**src/rtl/bist_pkg.sv**
```systemverilog
// Shared types and defaults for the response-side BIST stage.
// Holds the FSM state encoding and the MISR width/polynomial defaults.
package bist_pkg;

  typedef enum logic [1:0] {
    IDLE  = 2'd0,
    RUN   = 2'd1,
    CHECK = 2'd2,
    DONE  = 2'd3
  } bist_state_t;

  localparam int BIST_WIDTH = 5;
  localparam logic [BIST_WIDTH-1:0] BIST_POLY = 5'b00101;

endpackage

```
**src/rtl/misr_reg.sv**
```systemverilog
// Multiple-input signature register.
// Shifts left, folds the MSB back through POLY and XORs in d.
import bist_pkg::*;

module misr_reg #(
  parameter int WIDTH = BIST_WIDTH,
  parameter logic [WIDTH-1:0] POLY = BIST_POLY
) (
  input  logic             clk,
  input  logic             reset,
  input  logic             clr,
  input  logic             en,
  input  logic [WIDTH-1:0] d,
  output logic [WIDTH-1:0] q
);

  logic [WIDTH-1:0] fb;

  assign fb = q[WIDTH-1] ? POLY : '0;

  always_ff @(posedge clk or posedge reset) begin
    if (reset) begin
      q <= '0;
    end else if (clr) begin
      q <= '0;
    end else if (en) begin
      q <= {q[WIDTH-2:0], 1'b0} ^ fb ^ d;
    end
  end

endmodule

```
**config.mk**
```make
export PLATFORM = sky130hd
export DESIGN_NAME = misr_reg
export DESIGN_NICKNAME = d
export VERILOG_FILES = /design/src/rtl/bist_pkg.sv /design/src/rtl/misr_reg.sv
export SDC_FILE = /design/constraint.sdc
export NUM_CORES = 1
export LEC_CHECK = 0
export CELL_PAD_IN_SITES_DETAIL_PLACEMENT = 1
export CELL_PAD_IN_SITES_GLOBAL_PLACEMENT = 2
export CORE_AREA = 2 2 39 41
export DETAILED_ROUTE_END_ITERATION = 8
export DIE_AREA = 0 0 41 43
export DONT_BUFFER_PORTS = 1
export GPL_ROUTABILITY_DRIVEN = 0
export PLACE_DENSITY = 0.53
export SYNTH_ARGS = -nofsm -noshare
export SYNTH_HDL_FRONTEND = slang
export SYNTH_SLANG_ARGS = --single-unit
```
**constraint.sdc**
```tcl
create_clock -name clk -period 1.4 [get_ports clk]
set_input_delay 0.28 -clock clk [delete_from_list [all_inputs] [get_ports clk]]
set_output_delay 0.28 -clock clk [all_outputs]
set_load 0.05 [all_outputs]
```
==> parameters.txt, run 1 <==
Parameter                              Value

Outcome
  Outcome ... complete, no violations

Worst hold path
  Worst Hold Path EP ... q[4]
  Path type of the worst min-delay path ... in2reg
  Worst Hold Path Cells ... 1
  Hold Path Origin ... clr

Clocking
  Number of gates resized after cts ... 0
  Number of buffers inserted during clock tree synthesis ... 3
  Register clock-pin slew on the reported worst setup and hold paths ... roughly 0.04 ns
  Library cell used as clock root buffer ... sky130_fd_sc_hd__clkbuf_4
  Number of levels in the clock H-tree ... 1
  Maximum clock path buffer count ... 2
  # clock sinks ... 5
  Insertion delay to the later sink of the worst-skew pair ... roughly 0.23 ns
  Clock tree from TritonCTS ... yes

Floorplanning
  Initial Utilization ... 0.184
  Die extent in x ... approximately 41 um
  I/O Pins ... 14
  Die footprint ... about 1800 um2
  Number of core rows ... 14
  Die Ht ... 43 um
  Standard cell core area ... around 1400 um2

STA
  Setup WS post-layout ... 0.288 ns
  Final clock period utilization by the worst path ... 0.794
  Worst setup skew after layout ... 0.000483 ns
  RSZ-0062 raised after global routing ... false
  Final hold vios ... 0
  Worst slew margin ... 0.861
  Highest clock frequency the design can meet ... approximately 900 MHz
  Setup violators final ... 0
  Number of pins exceeding their max-slew limit in the final report ... 0
  Worst hold slack across all endpoints ... roughly 0.10 ns
  Shortest clock period the worst path allows after layout ... 1.11 ns
  Tightest Pin Transition ... 0.207 ns
  TNS Setup ... 0 ns

Logic synthesis
  Cell taking the most area after synthesis ... sky130_fd_sc_hd__dfrtp_1
  Number of warnings printed during yosys synthesis ... 0
  Cell area after synthesis ... between 200 and 300 um2
  Number of nets produced by synthesis ... 31
  Area share of the largest cell type after synthesis ... 0.493
  Primary flip-flop cell chosen by synthesis mapping ... sky130_fd_sc_hd__dfrtp_1
  Cell types with the highest counts after synthesis ... sky130_fd_sc_hd__dfrtp_1, sky130_fd_sc_hd__nor2_1, sky130_fd_sc_hd__a211oi_1, sky130_fd_sc_hd__xnor2_1
  Synthesized instance count ... 22
  Post-synthesis area per instance ... between 10 and 15 um2
  Sequential-to-total area share from yosys stat ... 0.493
  Async set or reset register ratio after synthesis ... 1.00
  Count of flip-flops with a built-in enable after synthesis ... 0
  Distinct cell type count of the synthesized netlist ... 8
  Most area-consuming cells after synthesis ... sky130_fd_sc_hd__dfrtp_1, sky130_fd_sc_hd__xnor2_1, sky130_fd_sc_hd__a211oi_1
  Number of synthesized register bits ... 5

Finish
  Net total in the final layout ... around 40
  End-of-flow core utilization ... 0.247
  Filler Cell Count ... around 160
  Biggest regs ... q x5
  Share of cells above drive strength 1 ... 0.290
  Final Instance Count excl. Fillers ... 47
  Design area ... 342 um2
  Largest register FFs ... 5
  Register with the most flip-flops ... q
  Total inserted antenna cells ... 0
  Synthesis-to-finish area growth ... 34.5%

Power
  Clock network fraction of design power ... 0.359
  Leakage power summed over all cells ... approximately 0.15 nW
  Relative contribution of sequential cells to total power ... 0.378
  Total power density per cell area ... 1310 nW/um2
  Sw frac ... 0.298
  Post-layout total power ... ~0.45 mW
  Share of power burned in combinational logic ... 0.263
  Maximum vdd ir drop ... around 360 uV
  Internal Dissipation ... roughly 0.31 mW
  Sw Pwr ... 0.133 mW

Route
  Overall via count from detail_route ... 180
  Average routed wire per standard cell ... approximately 11 um
  DRC violation count after routing ... 0
  Violation count after the first detailed-route iteration ... 0
  Via-per-instance ratio ... 3.83
  Drt total wl ... roughly 530 um
  Router iterations before antenna repair ... 1
  Number of nets with antenna violations after detailed routing ... 0

Setup path
  Type of element launching the critical path ... register
  Cells on worst reg2reg path ... 3
  Reg2reg end ... q[0]
  Critical path buffers and inverters ... 1
  Crit path max-delay cell type ... sky130_fd_sc_hd__dfrtp_1
  Worst R2R Start ... q[4]
  Cell-by-cell trace of the critical path ... buf_4
  Delay-heaviest family, CP ... flip-flops
  Critical Path RT ... roughly 1.1 ns
  Start-to-end type of the worst setup path ... reg2out
  CP max FO ... 3
  Data arrival at the endpoint of the critical path ... 0.83 ns
  Endpoint class of the critical path ... output pin
  Slowest stage delay, CP ... roughly 0.4 ns
  Setup slack on the worst flop-to-flop path ... a little over 0.3 ns

Global route
  Antenna violations before repair ... 0
  Total gr overflow ... 0
  Pin count of the biggest net entering global routing ... 10
  Total global routing track utilization ... 0.0769
  Number of global-route vias before repair ... a little under 200
  Global-route wire length before repair ... ~840 um

Placed design
  Quantity of I/O buffers inserted on ports ... 0
  Detailed placement HPWL ... about 450 um
  Setup slack after placement ... approximately 0.31 ns
  Area of placed instances ... 305 um2
  Count of placed standard cells including taps ... 42

Job
  Total of max-cap violations ... 0
power by group through the flow:
stage | clock, mW | sequential [mW] | combinational [mW]
2_1_floorplan | 0 | 0.218 | 0.0460
4_1_cts | 0.169 | 0.170 | 0.120
5_1_grt | 0.177 | 0.172 | 0.127
6_report | 0.161 | 0.169 | 0.118
3_3_place_gp | 0 | 0.171 | 0.116
3_5_place_dp | 0 | 0.172 | 0.117
cell usage in the layout (no fill, tap or decap):
| cell type | count |
|---|---|
| sky130_fd_sc_hd__dlygate4sd3_1 | 1 |
| sky130_fd_sc_hd__buf_4 | 5 |
| sky130_fd_sc_hd__clkbuf_4 | 3 |
| sky130_fd_sc_hd__inv_1 | 1 |
| sky130_fd_sc_hd__xnor2_1 | 4 |
| sky130_fd_sc_hd__dfrtp_1 | 4 |
| sky130_fd_sc_hd__mux2i_1 | 1 |
| sky130_fd_sc_hd__clkbuf_1 | 1 |
| sky130_fd_sc_hd__xor3_1 | 1 |
| sky130_fd_sc_hd__nor2_1 | 5 |
| sky130_fd_sc_hd__a211oi_1 | 4 |
| sky130_fd_sc_hd__dfrtp_2 | 1 |
cells by family (layout without fill, tap and decap cells):
family	Yosys count	in the layout	share of synthesized area
XOR/XNOR	5	5	0.232
flip-flops	5	5	0.493
multiplexers	1	1	0.0394
AND/OR/NAND/NOR	5	5	0.0739
buffers and inverters	2	11	0.0443
AO/OA/AOI/OAI	4	4	0.118
final cells by class:
| class | count | area [um2] | share of cell area |
|---|---|---|---|
| sequential | 5 | 126 | 0.370 |
| multi-input combinational | 15 | 118 | 0.344 |
| timing repair buffer | 6 | 47.5 | 0.139 |
| clock buffer | 4 | 26.3 | 0.0769 |
| tap | 16 | 20.0 | 0.0586 |
| inverter | 1 | 3.75 | 0.0110 |
routing by layer:
layer  GRT usage  up-vias  share of wire
met2       0.109        9           0.49
met4      0.0600        0              0
li1            -       94              -
met5           0        -              0
met1      0.0825       77           0.39
met3      0.0366        0           0.12
timing repair:
action                                 4_1_cts  5_1_grt
hold buffers                                 1        0
buffers inserted                             0        0
endpoints found under the hold margin        5        0
worst max path at each step:
stage | slack (ns) | from | cells past startpoint | endpoint
floorplan | 0.07 | q[1] | 3 | q[2]
global placement | 0.35 | q[4] | 3 | q[0]
detailed placement | 0.31 | q[4] | 3 | q[0]
CTS | 0.27 | q[0] | 1 | q[0]
global route | 0.25 | q[2] | 1 | q[2]
finish | 0.29 | q[0] | 1 | q[0]
No activity file was read; power rests on OpenSTA's default activity.
==> run 2, diff against run 1 <==
==> constraint.sdc (replaced) <==
create_clock -name clk -period 1.2 [get_ports clk]
set_input_delay 0.24 -clock clk [delete_from_list [all_inputs] [get_ports clk]]
set_output_delay 0.24 -clock clk [all_outputs]
set_load 0.05 [all_outputs]
==> run 2 against run 1 <==
Effect of this change:
- worst setup slack worse by 0.20 ns
- final area is 0.73% higher
- critical path type unchanged
- die area is the same
==> parameters.txt, run 2 (same netlist as run 1, synthesis figures left out) <==
Parameter                              Value

Finish
  Filler Cell Count ... 170 (+5.6%)
  Commonest cells after routing, fill and taps aside ... sky130_fd_sc_hd__nor2_1, sky130_fd_sc_hd__buf_4, sky130_fd_sc_hd__xnor2_1, sky130_fd_sc_hd__a211oi_1
  Largest register FFs ... 5 (unchanged)
  Share of cells above drive strength 1 ... 0.355 (+0.0645)
  Design area ... 344 um2 (+0.73%)
  Net total in the final layout ... 41 (unchanged)
  Biggest regs ... q x5
  Synthesis-to-finish area growth ... 35.5%
  End-of-flow core utilization ... 0.249 (+0.00181)
  Register with the most flip-flops ... q
  Total inserted antenna cells ... 0 (unchanged)

STA
  Final hold vios ... 0 (unchanged)
  Shortest clock period the worst path allows after layout ... between 1 and 1.5 ns
  Worst slew margin ... 0.867 (+0.00586)
  Setup WS post-layout ... 0.0907 ns (-0.197 ns)
  Tightest Pin Transition ... 0.199 ns (-0.00874 ns)
  TNS Setup ... 0 ns (unchanged)
  Highest clock frequency the design can meet ... 901 MHz
  Number of pins exceeding their max-slew limit in the final report ... 0 (unchanged)
  RSZ-0062 raised after global routing ... false
  Setup violators final ... 0 (unchanged)
  Worst setup skew after layout ... 0.00584 ns (+0.00536 ns)
  Final clock period utilization by the worst path ... 0.924

Power
  Relative contribution of sequential cells to total power ... 0.379 (about the same)
  Internal Dissipation ... 0.361 mW (+15%)
  Post-layout total power ... 0.529 mW (+18%)
  Total power density per cell area ... 1540 nW/um2 (+17%)
  Leakage power summed over all cells ... 0.155 nW (+0.38%)
  Clock network fraction of design power ... 0.368 (+0.009)
  Share of power burned in combinational logic ... 0.253 (-0.010)
  Sw Pwr ... 0.168 mW (+26%)
  Maximum vdd ir drop ... 319 uV (-11%)
  Sw frac ... 0.317 (+0.0189)

Floorplanning
  Number of core rows ... 14 (unchanged)
  I/O Pins ... 14 (unchanged)
  Die extent in x ... 41 um (unchanged)
  Die footprint ... 1760 um2 (unchanged)
  Initial Utilization ... 0.184 (unchanged)
  Standard cell core area ... 1380 um2 (unchanged)
  Die Ht ... 43 um (unchanged)

Route
  Via-per-instance ratio ... 4.04 (+5.6%)
  Met2 wire length ... 252 um (-2.7%)
  Number of nets with antenna violations after detailed routing ... 0 (unchanged)
  Routed met3 length ... 59 um (-3.3%)
  Overall via count from detail_route ... 190 (+5.6%)
  Top routing layer used ... met4
  Wire length the detailed router placed on met1 ... 195 um (-5.8%)
  Drt total wl ... 523 um (-0.95%)
  DRC violation count after routing ... 0 (unchanged)
  Violation count after the first detailed-route iteration ... 1 (+1)
  Router iterations before antenna repair ... 2 (+1)
  Average routed wire per standard cell ... 11.1 um (-0.95%)

Global route
  Antenna violations before repair ... 0 (unchanged)
  Global-route wire length before repair ... 910 um (+8.2%)
  Pin count of the biggest net entering global routing ... 10 (unchanged)
  Total gr overflow ... 0 (unchanged)
  Number of global-route vias before repair ... 209 (+5.6%)
  Total global routing track utilization ... 0.0848 (+0.00793)

Setup path
  Delay-heaviest family, CP ... flip-flops
  Start-to-end type of the worst setup path ... reg2out
  Crit path max-delay cell type ... sky130_fd_sc_hd__dfrtp_2
  Data arrival at the endpoint of the critical path ... 0.87 ns (+0.04 ns)
  Slowest stage delay, CP ... 0.43 ns (+0.03 ns)
  CP max FO ... 4 (+1)
  Endpoint class of the critical path ... output pin
  Critical path buffers and inverters ... 1 (unchanged)
  Cell-by-cell trace of the critical path ... buf_4
  Type of element launching the critical path ... register
  Setup slack on the worst flop-to-flop path ... 0.14 ns (-0.17 ns)
  Critical Path RT ... 0.96 ns (-0.16 ns)

Placed design
  Detailed placement HPWL ... 444 um (-0.87%)
  Area of placed instances ... 307 um2 (+0.41%)
  Setup slack after placement ... 0.141 ns (-0.173 ns)
  Quantity of I/O buffers inserted on ports ... 0 (unchanged)

Job
  Total of max-cap violations ... 0 (unchanged)

Clocking
  Library cell used as clock root buffer ... sky130_fd_sc_hd__clkbuf_4
  Maximum clock path buffer count ... 2 (unchanged)
  Number of buffers added for setup after CTS ... 0 (unchanged)
  Clock tree from TritonCTS ... yes
  Number of buffers inserted during clock tree synthesis ... 3 (unchanged)
  # clock sinks ... 5 (unchanged)
  Number of levels in the clock H-tree ... 1 (unchanged)
  Register clock-pin slew on the reported worst setup and hold paths ... 0.05 ns (about the same)
  Insertion delay to the later sink of the worst-skew pair ... 0.25 ns (+0.02 ns)

Worst hold path
  Path type of the worst min-delay path ... in2reg

Outcome
  Outcome ... complete, no violations
[run 2: cell type report]
type	count	area (um2)	share of cell area
Clock buffer	3	22.5	0.0655
Clock inverter	1	5.00	0.0145
Inverter	1	3.75	0.0109
Multi-Input combinational cell	15	118	0.342
Sequential cell	5	128	0.371
Tap cell	16	20.0	0.0582
Timing Repair Buffer	6	47.5	0.138
[run 2: power by group through the flow]
stage	combinational, mW	sequential [mW]	clock (mW)
CTS	0.136	0.201	0.206
global route	0.144	0.204	0.219
floorplan	0.0524	0.255	0
finish	0.134	0.201	0.195
detailed placement	0.133	0.203	0
global placement	0.132	0.202	0
[run 2: metal layers]
layer / up-vias / track usage
met1: 87 / 0.102
met5: - / 0
met4: 0 / 0.0800
met3: 2 / 0.0314
met2: 10 / 0.109
li1: 91 / -
[run 2: path summary, 6_finish.rpt]
kind	start	end	cells past startpoint
max	q[4]	q[4]	1
min	clr	q[4]	1
max reg2reg	q[1]	q[2]	3
min reg2reg	q[2]	q[2]	2
max in group asynchronous	reset	q[1]	2
min in group asynchronous	reset	q[3]	2
[run 2: what timing repair did]
| action | 4_1_cts | 5_1_grt |
|---|---|---|
| endpoints found under the setup margin | 0 | 0 |
| resized for setup | 0 | 0 |
| endpoints found under the hold margin | 5 | 0 |
| hold buffers | 1 | 0 |
[run 2: metrics by stage]
stage	hold WS, ns	instances
final	0.0502	47
after global routing	0.0384	47
after CTS	0.0392	47
after detailed placement	0.0459	42
after global placement	0.0443	42
after floorplan	0.0184	22
==> run 3, diff against run 2 <==
--- a/config.mk
+++ b/config.mk
@@ -7,12 +7,10 @@
 export LEC_CHECK = 0
 export CELL_PAD_IN_SITES_DETAIL_PLACEMENT = 1
 export CELL_PAD_IN_SITES_GLOBAL_PLACEMENT = 2
-export CORE_AREA = 2 2 39 41
+export CORE_UTILIZATION = 19
 export DETAILED_ROUTE_END_ITERATION = 8
-export DIE_AREA = 0 0 41 43
-export DONT_BUFFER_PORTS = 1
 export GPL_ROUTABILITY_DRIVEN = 0
-export PLACE_DENSITY = 0.53
+export PLACE_DENSITY = 0.76
 export SYNTH_ARGS = -nofsm -noshare
 export SYNTH_HDL_FRONTEND = slang
 export SYNTH_SLANG_ARGS = --single-unit
==> run 3 against run 2 <==
Effect of this change:
- global-route usage is 1.8 points higher
- non-clock buffer count is 7 higher
- clock skew fell by 0.0044 ns
- via count up 15%
- critical path depth is 3 higher
- routed wire length increased by 9.8%
- clock power grew 2%
- register-to-register slack got worse by 0.03 ns
- flip-flop and latch count is the same
- critical endpoint is now q[2]
- sequential share of layout area is 10 points lower
- worst setup slack got worse by 0.043 ns
- largest power group unchanged
==> parameters.txt, run 3 (same netlist as run 1, synthesis figures left out) <==
Parameter                              Value

Outcome
  Outcome ... complete, no violations

Clocking
  # clock sinks ... 5 (unchanged)
  Maximum clock path buffer count ... 2 (unchanged)
  Insertion delay to the later sink of the worst-skew pair ... 0.24 ns (about the same)
  Hold buffer count at cts ... 0 (-1)
  Number of levels in the clock H-tree ... 1 (unchanged)
  Clock tree from TritonCTS ... yes
  Register clock-pin slew on the reported worst setup and hold paths ... 0.05 ns (about the same)
  Number of buffers added for setup after CTS ... 0 (unchanged)
  Library cell used as clock root buffer ... sky130_fd_sc_hd__clkbuf_4
  Number of gates resized after cts ... 0 (unchanged)
  Number of buffers inserted during clock tree synthesis ... 3 (unchanged)

STA
  Tightest Pin Transition ... 0.341 ns (+0.142 ns)
  TNS Setup ... 0 ns (unchanged)
  Worst setup skew after layout ... 0.00146 ns (-0.00439 ns)
  Highest clock frequency the design can meet ... 868 MHz (-3.7%)
  Shortest clock period the worst path allows after layout ... 1.15 ns (+0.0431 ns)
  Setup violators final ... 0 (unchanged)
  RSZ-0062 raised after global routing ... false
  Final hold vios ... 0 (unchanged)
  Number of pins exceeding their max-slew limit in the final report ... 0 (unchanged)
  Worst slew margin ... 0.772 (-0.0947)
  Final clock period utilization by the worst path ... 0.960 (+0.0359)

Route
  Number of nets with antenna violations after detailed routing ... 0 (unchanged)
  Via-per-instance ratio ... 4.21 (+4.2%)
  Overall via count from detail_route ... 219 (+15%)
  Router iterations before antenna repair ... 1 (-1)
  Violation count after the first detailed-route iteration ... 0 (-1)
  Drt total wl ... 574 um (+9.8%)
  Average routed wire per standard cell ... 11.0 um (-0.80%)
  DRC violation count after routing ... 0 (unchanged)

Setup path
  Setup slack on the worst flop-to-flop path ... 0.11 ns (-0.03 ns)
  Reg2reg end ... q[2]
  Slowest stage delay, CP ... 0.46 ns (+0.03 ns)
  Worst R2R Start ... q[1]
  Crit path max-delay cell type ... sky130_fd_sc_hd__clkdlybuf4s50_1
  Cell-by-cell trace of the critical path ... clkdlybuf4s50_1 -> xor3_1 -> mux2i_1 -> nor2_1
  CP max FO ... 1 (-3)
  Endpoint class of the critical path ... register
  Data arrival at the endpoint of the critical path ... 1.28 ns (+0.41 ns)
  Critical Path RT ... 1.32 ns (+0.36 ns)
  Cells on worst reg2reg path ... 3 (unchanged)
  Type of element launching the critical path ... input port
  Start-to-end type of the worst setup path ... in2reg

Global route
  Total global routing track utilization ... 0.103 (+0.0179)
  Antenna violations before repair ... 0 (unchanged)
  Total gr overflow ... 0 (unchanged)
  Global-route wire length before repair ... 1.01 mm (+11%)
  Met3 routing resource usage after global routing ... 0.0174 (-0.0140)
  Met1 track utilization from global routing ... 0.129 (+0.0274)
  Pin count of the biggest net entering global routing ... 10 (unchanged)
  Met2 Resource Use GR ... 0.154 (+0.0448)
  Layer carrying the most global-route usage ... met2
  Number of global-route vias before repair ... 248 (+19%)

Finish
  Leading cell type in the layout, fill and taps excluded ... sky130_fd_sc_hd__clkdlybuf4s50_1
  Synthesis-to-finish area growth ... 86.2%
  Register with the most flip-flops ... q
  Net total in the final layout ... 48 (+17%)
  Share of cells above drive strength 1 ... 0.263 (-0.0917)
  Total inserted antenna cells ... 0 (unchanged)
  Largest register FFs ... 5 (unchanged)
  Final Instance Count excl. Fillers ... 52 (+11%)
  Commonest cells after routing, fill and taps aside ... sky130_fd_sc_hd__clkdlybuf4s50_1, sky130_fd_sc_hd__nor2_1, sky130_fd_sc_hd__buf_12, sky130_fd_sc_hd__xnor2_1, sky130_fd_sc_hd__a211oi_1
  Biggest regs ... q x5

Power
  Maximum vdd ir drop ... 494 uV (+55%)
  Share of power burned in combinational logic ... 0.330 (+0.077)
  Clock network fraction of design power ... 0.327 (-0.041)
  Internal Dissipation ... 0.423 mW (+17%)
  Leakage power summed over all cells ... 0.197 nW (+27%)
  Total power density per cell area ... 1290 nW/um2 (-16%)
  Sw Pwr ... 0.185 mW (+10%)
  Sw frac ... 0.304 (-0.0131)
  Relative contribution of sequential cells to total power ... 0.343 (-0.036)
  Post-layout total power ... 0.608 mW (+15%)

Job
  Total of max-cap violations ... 0 (unchanged)

Floorplanning
  Initial Utilization ... 0.217 (+0.0333)
  Standard cell core area ... 1170 um2 (-15%)
  Die Ht ... 38.6 um (-10%)
  Die extent in x ... 38.6 um (-6.0%)
  I/O Pins ... 14 (unchanged)
  Die footprint ... 1490 um2 (-16%)
  Number of core rows ... 12 (-2)

Placed design
  Detailed placement HPWL ... 442 um (-0.45%)
  Count of placed standard cells including taps ... 48 (+14%)
  Quantity of I/O buffers inserted on ports ... 13 (+13)

Worst hold path
  Path type of the worst min-delay path ... in2async
==> run 3: cell type report <==
cell class / instances / area, um2
Sequential cell: 5 / 128
Clock buffer: 4 / 26.3
Fill cell: 138 / 698
Multi-Input combinational cell: 15 / 118
Timing Repair Buffer: 13 / 180
Tap cell: 14 / 17.5
Inverter: 1 / 3.75
==> run 3: through the flow <==
step                      worst slack, ns  hold WS [ns]  utilization  cell area, um2
after CTS                          0.0507         0.209        0.404             473
final                              0.0476         0.206        0.404             473
after global routing               0.0134         0.216        0.404             473
after floorplan                    0.0295        0.0184            -             256
after global placement             -0.210         0.462        0.381             447
after detailed placement           -0.206         0.469        0.381             447
==> run 3: worst max path at each step <==
stage,endpoint,slack (ns),startpoint,cells after the start
4_1_cts,q[2],0.05,d[2],4
3_3_place_gp,q[2],-0.21,d[2],4
5_1_grt,q[2],0.01,d[2],4
3_5_place_dp,q[2],-0.21,d[2],4
6_report,q[2],0.05,d[2],4
2_1_floorplan,q[2],0.03,q[1],3
==> run 3: power groups by stage <==
stage | sequential [mW] | clock, mW | combinational [mW]
global placement | 0.211 | 0 | 0.201
floorplan | 0.255 | 0 | 0.0524
CTS | 0.209 | 0.213 | 0.203
finish | 0.209 | 0.199 | 0.200
global route | 0.212 | 0.223 | 0.211
detailed placement | 0.212 | 0 | 0.202
==> run 3: worst max-delay path, delay by kind of cell <==
| kind | cells | cell delay, ns |
|---|---|---|
| muxes | 1 | 0.14 |
| and+or+nand+nor | 1 | 0.05 |
| xor gates and xnor gates | 1 | 0.39 |
| buffers and inverters | 1 | 0.46 |
==> run 3: metal layers <==
| metal | vias to the layer above | part of all wire |
|---|---|---|
| met3 | 0 | 0.11 |
| met1 | 100 | 0.39 |
| li1 | 107 | - |
| met4 | 0 | 0 |
| met5 | - | 0 |
| met2 | 12 | 0.50 |
